### config.mk
export PLATFORM = sky130hd
export DESIGN_NAME = pipeline_fetch_stage
export DESIGN_NICKNAME = d
export VERILOG_FILES = /design/src/rtl/pipeline_fetch_stage.sv
export SDC_FILE = /design/constraint.sdc
export NUM_CORES = 1
export LEC_CHECK = 0
export ABC_CLOCK_PERIOD_IN_PS = 5300
export BUFFER_PORTS_ARGS = -buffer_cell sky130_fd_sc_hd__buf_2
export CAP_MARGIN = 20
export CORE_ASPECT_RATIO = 0.5
export CORE_MARGIN = 5
export CORE_UTILIZATION = 45
export CTS_CLUSTER_SIZE = 20
export DETAILED_ROUTE_END_ITERATION = 12
export PLACE_DENSITY = 0.72
export SLEW_MARGIN = 10
export SYNTH_ARGS = -nofsm -noshare
export SYNTH_HDL_FRONTEND = slang
export SYNTH_SLANG_ARGS = --single-unit
export TNS_END_PERCENT = 10
### constraint.sdc
create_clock -name Clk -period 5.3 [get_ports Clk]
set_clock_uncertainty 0.2 [all_clocks]
set_input_delay 1.06 -clock Clk [delete_from_list [all_inputs] [get_ports Clk]]
set_output_delay 1.06 -clock Clk [all_outputs]
set_load 0.1 [all_outputs]
### src/rtl/pipeline_fetch_stage.sv
// MIPS instruction-fetch stage with IF/ID register, branch/jump target
// generation, load-use hazard detection and saturating stall/flush counters.
module pipeline_fetch_stage #(
  parameter logic [31:0] RESET_PC = 32'h0000_0000,
  parameter int          CNT_W    = 16
) (
  input  logic             Clk,
  input  logic             Reset,
  output logic [31:0]      PCF,
  input  logic [31:0]      InstructionF,
  input  logic             BranchTakenD,
  input  logic             JumpD,
  input  logic             JumpRegD,
  input  logic [31:0]      JumpRegTargetD,
  input  logic             MemReadE,
  input  logic [4:0]       WriteRegE,
  output logic [31:0]      InstructionD,
  output logic [31:0]      PCPlus4D,
  output logic             ValidD,
  output logic             StallD,
  output logic             BubbleE,
  output logic [CNT_W-1:0] StallCount,
  output logic [CNT_W-1:0] FlushCount
);

  localparam logic [CNT_W-1:0] CNT_MAX = '1;

  logic [4:0]  rs, rt;
  logic [15:0] imm;
  logic [25:0] jidx;
  logic        stall, redirect;
  logic [31:0] pc_plus4, branch_target, jump_target, jr_target, redirect_target;

  assign rs   = InstructionD[25:21];
  assign rt   = InstructionD[20:16];
  assign imm  = InstructionD[15:0];
  assign jidx = InstructionD[25:0];

  // Both source fields are compared for every opcode; a false stall is harmless.
  assign stall    = ValidD & MemReadE & (WriteRegE != 5'd0) &
                    ((WriteRegE == rs) | (WriteRegE == rt));
  assign redirect = ValidD & ~stall & (JumpRegD | JumpD | BranchTakenD);
  assign StallD   = stall;
  assign BubbleE  = stall;

  assign pc_plus4      = PCF + 32'd4;
  assign branch_target = PCPlus4D + {{14{imm[15]}}, imm, 2'b00};
  assign jump_target   = {PCPlus4D[31:28], jidx, 2'b00};
  assign jr_target     = {JumpRegTargetD[31:2], 2'b00};

  always_comb begin
    redirect_target = branch_target;
    if (JumpRegD)   redirect_target = jr_target;
    else if (JumpD) redirect_target = jump_target;
  end

  always_ff @(posedge Clk) begin
    if (Reset) begin
      PCF          <= RESET_PC;
      InstructionD <= 32'd0;
      PCPlus4D     <= 32'd0;
      ValidD       <= 1'b0;
      StallCount   <= '0;
      FlushCount   <= '0;
    end else if (stall) begin
      // Redirect requests seen during a stall use stale operands and are dropped.
      if (StallCount != CNT_MAX) StallCount <= StallCount + 1'b1;
    end else if (redirect) begin
      PCF          <= redirect_target;
      InstructionD <= 32'd0;
      PCPlus4D     <= 32'd0;
      ValidD       <= 1'b0;
      if (FlushCount != CNT_MAX) FlushCount <= FlushCount + 1'b1;
    end else begin
      PCF          <= pc_plus4;
      InstructionD <= InstructionF;
      PCPlus4D     <= pc_plus4;
      ValidD       <= 1'b1;
    end
  end

endmodule

* Word-level counts from Yosys, hierarchy flattened
Cells that the tools add are included.
** Operators by class
- $add $sub $neg :: 4
- $mul :: 0
- Divide/modulo/power cells :: 0
- Order comparisons :: 0
- Equal/unequal tests :: 4
- Shift operators :: 0
- Mux-type cells :: 6
- Bitwise gates (word level) :: 9
- Reduce and logical (&&, ||, !) cells :: 3
** Operators by type and width (count)
- 2-to-1 mux 32 bit :: 5
- adder 16 x 1 -> 16 bit, second input constant :: 2
- adder 32 x 3 -> 32 bit, second input constant :: 1
- adder 32 bit :: 1
- inequality test 16 bit, second input constant :: 2
- == test 5 bit :: 2
- bitwise AND 1 bit :: 5
- nonzero test 5 bit :: 1
- OR 1 bit :: 3
- AND reduction 3 bit :: 1
- AND reduction 2 bit :: 1
- 2-to-1 mux 1 bit :: 1
- NOT 1 bit :: 1
** Word-level totals
- Flip-flop bits (word level) :: 129
- Latch bits :: 0
- Memory bits (writable) :: 0
- ROM bits :: 0
- Input bits :: 75
- Memories :: 0

* Logic depth before layout (Yosys ltp)
- Depth after elaboration :: 7
- Mapped depth :: 11

* Worst setup path before layout
OpenSTA, ideal clock, no wires.
- Kind :: input -> output
- From :: in WriteRegE[4]
- To :: out StallD
- Data arrival time :: 3.670 ns
- Required time :: 4.040 ns
- Slack :: 0.370 ns
- Stages on the path :: 8
- Path buffers :: 3
- Cell sequence :: xnor2_1 nand3_1 o22ai_1 o2111ai_4 inv_2 clkbuf_1 buf_1 buf_4
** Between the ends
- Longest elaborated chain between the ends :: 3
- Elaborated cells on any way between the ends :: 6
- Those cells by class :: 2 x eq/ne; 3 x bitwise; 1 x reduce/logical
** Ends and longest elaborated chain
- from (decl) :: RTL line 16 : input logic [4:0] WriteRegE,
- == test 5 bit / nonzero test 5 bit (equally long branches) :: RTL line 41, 40
- OR 1 bit / bitwise AND 1 bit (equally long branches) :: RTL line 41, 40
- bitwise AND 1 bit * :: RTL line 40 : assign stall = ValidD & MemReadE & (WriteRegE != 5'd0) &
- to (decl) :: RTL line 20 : output logic StallD,
Every way passes the cells marked *; elsewhere a longest branch is shown, timed or not.

* Worst setup path after layout
- From :: in WriteRegE[0]
- To :: out BubbleE
** Between the ends
- Longest elaborated chain between the ends :: 3
- Elaborated cells on any way between the ends :: 6
- Those cells by class :: 2 x eq/ne; 3 x bitwise; 1 x reduce/logical
** Ends and longest elaborated chain
- == test 5 bit / nonzero test 5 bit (equally long branches) :: RTL line 41, 40
- OR 1 bit / bitwise AND 1 bit (equally long branches) :: RTL line 41, 40
- bitwise AND 1 bit * :: RTL line 40
- to (decl) :: RTL line 21 : output logic BubbleE,
Marked as above.

==> flow_summary.ini <==
[outcome]
status = complete, no violations

[clock_network]
cts_setup_buffers = 0
h-tree-depth = 4
cts_max_path_buffers = 2
cts_resized = 0
cts_root_buf = clkbuf_16
clk_latency_ns = 0.43
cts_hold_buf = 0
clk_pin_slew_ns = 0.06
clock_sinks = 129
numCtsBuffers = 17
cts_tree = done

[global_route]
grt_use_total_pct = 25.9
grt_overflow_total = 0
gr-max-usage-layer = met2
met1_usage_pct = 32.7
antenna_found_initial = 3
met3_usage_pct = 6.38
grt_max_degree = 84
grt_pass1_vias = 8454
grt_use_met2_pct = 42.8
grt_pass1_wl_mm = 43.8

[synthesis]
yosys_warnings = 0
netlist_area_mm2 = 0.00801
synth_seq_area_share_pct = 32.2
ys_types = 64
synthCells = 1080
synth_edf_count = 0
ys_async_sr_fraction_pct = 0
synth_nets = 1188
ys_ff_latch = 129
synthFlopType = dfxtp_1
synth_area_per_cell_um2 = 7.42

[floorplan]
start_util_pct = 45.9
ioPinCount = 206
num_rows = 34
coreArea_mm2 = 0.0174
die_h_um = 104
die_w_um = 199
dieArea_mm2 = 0.0207

[timing]
fin_tns_setup_ns = 0
rsz0062_at_grt = no
setup_viol = 0
slew_headroom_pct = 33.6
finalCriticalPeriod_ns = 3.78
hold_viol_final = 0
setup_ws_ns = 1.52
fin_crit_sh_pct = 71.2
worst_slew_pin_slew_ns = 0.994
holdWs_ns = 0.250
timing.final.max_slew_violations = 0
max_freq_mhz = 265

[placement]
portBuffers = 203
dpl.hpwl_mm = 19.5
place_inst = 1460
place_congestion = 0.900
dpl_worst_slack_ns = 1.20
place_area_mm2 = 0.00920

[power_and_ir_drop]
p_seq_share_pct = 35.7
combPwrFrac_pct = 23.1
switchingPower_mw = 1.09
power_density_mw_per_mm2 = 307
irDropWorstVdd_uv = 226
leakage_nw = 4.28
p_total_mw = 3.01
intPower_mw = 1.92
pwr-share-clk_pct = 41.2
swShare_pct = 36.3

[setup_path]
r2r-end = PCF[23]
worstSetupStartpoint = WriteRegE[0]
crit_path_end = BubbleE
reg2reg_slack_ns = 1.62
crit_required_ns = 4.04
arrival_ns = 2.52
critical_path_class = in -> out
end_kind = primary output
crit_fanout = 21
reg2regPathDepth = 9
r2r_start = InstructionD[6]
start_kind = input port

[min_path]
hp-start = InstructionD[26]
hp-class = reg -> reg

[finish]
fin_cells = 1494
nNetsFinal = 1353
layout-drive-gt1-share_pct = 20.6
post-route-util_pct = 56.2
syn_to_final_growth_pct = 22.4
final_area_mm2 = 0.00981

[routing]
ant_nets = 0
vias_per_cell = 5.84
drt_iter0_drc = 575
wl_per_cell_um = 18.3
wl_mm = 27.3
drc = 0
vias = 8728
drt_pass1_iterations = 5

[job]
drv_cap = 0
[power by group through the flow]
stage                     Clock (mW)  Sequential [mW]  Combinational (mW)
final                           1.24             1.08               0.696
after global routing            1.31             1.08               0.736
after CTS                       1.25             1.08               0.694
after detailed placement           0             1.10               0.692
after global placement             0             1.10               0.682
after floorplan                    0             1.38               0.242
[routing by layer]
metal / wire [um] / up-vias / part of all wire, %
li1: - / 4193 / -
met1: 11300 / 4137 / 41
met2: 13000 / 328 / 47
met3: 2330 / 68 / 8.5
met4: 724 / 2 / 2.6
met5: 7 / - / 0.026
[critical path: stages]
cell and delay, ns:
buf_2 0.13, xnor2_1 0.14, nand3_1 0.09, o22ai_1 0.28
o2111ai_4 0.17, inv_2 0.39, buf_12 0.24
[cells by family (layout without fill, tap and decap cells)]
family	count (synthesis)	in the layout	share of synthesized area [%]
other	0	2	0
adder cells (fa/ha/maj)	33	33	5.25
AND/OR/NAND/NOR	446	446	25.9
XOR/XNOR	82	82	8.96
buffers and inverters	82	260	3.97
multiplexers	10	10	1.25
flip-flops	129	129	32.2
AO/OA/AOI/OAI	298	298	22.4
[layout by cell type, fill, tap and decap left out, drive strengths merged, types with 17 or more instances in the layout]
| cell type | count |
|---|---|
| dfxtp | 129 |
| nor2 | 103 |
| and3 | 18 |
| nand3 | 82 |
| nand2 | 147 |
| o21ai | 64 |
| clkbuf | 17 |
| nor3 | 32 |
| buf | 217 |
| a21oi | 136 |
| xnor2 | 43 |
| xor2 | 39 |
| o211ai | 18 |
| ha | 32 |
[Yosys cell counts, drive strengths merged, types with 2 or more instances]
master | instances | share of area [%]
nand2 | 147 | 6.9
a21oi | 136 | 8.5
dfxtp | 129 | 32
nor2 | 103 | 4.9
nand3 | 82 | 5.1
o21ai | 64 | 4.0
clkbuf | 57 | 2.7
xnor2 | 43 | 4.7
xor2 | 39 | 4.3
ha | 32 | 5.0
nor3 | 32 | 2.1
and3 | 18 | 1.4
o211ai | 18 | 1.7
a22oi | 15 | 1.4
buf | 14 | 0.78
inv | 11 | 0.52
nand2b | 11 | 0.86
a21o | 10 | 0.94
mux2i | 10 | 1.2
nand4 | 10 | 0.78
nor4 | 9 | 0.78
or3 | 9 | 0.70
a211oi | 6 | 0.56
o22ai | 6 | 0.47
o311ai | 6 | 0.66
nand3b | 5 | 0.47
o211a | 5 | 0.62
o21a | 5 | 0.47
a2111oi | 4 | 0.44
nor2b | 4 | 0.31
and4 | 3 | 0.33
nor3b | 3 | 0.28
o21bai | 3 | 0.28
or4 | 3 | 0.33
a21boi | 2 | 0.19
a31oi | 2 | 0.16
a41oi | 2 | 0.22
and2 | 2 | 0.16
o2111ai | 2 | 0.44
o221ai | 2 | 0.22
o2bb2ai | 2 | 0.22
[registers in the layout, indices dropped and copies added (netlist names)]
name          cells
FlushCount       16
PCF              32
PCPlus4D         32
InstructionD     32
ValidD            1
StallCount       16
[worst min path at each step]
| stage | end | slack, ns | depth (start not counted) |
|---|---|---|---|
| after detailed placement | InstructionD[26] | 0.24 | 2 |
| after floorplan | InstructionD[31] | 0.68 | 2 |
| after CTS | InstructionD[26] | 0.25 | 2 |
| final | InstructionD[26] | 0.25 | 2 |
| after global placement | InstructionD[26] | 0.24 | 2 |
| after global routing | InstructionD[29] | 0.28 | 2 |
[final cells by class]
cell class | instances | area [um^2]
fillers | 1669 | 7630
multi-input cells | 869 | 5120
flip-flops and latches | 129 | 2580
repair buffers | 217 | 1150
clock buffers | 17 | 425
well taps | 234 | 293
clock inverters | 15 | 181
inverters | 11 | 41.3
diodes | 2 | 5.00
Power figures use the tool's default switching activity.
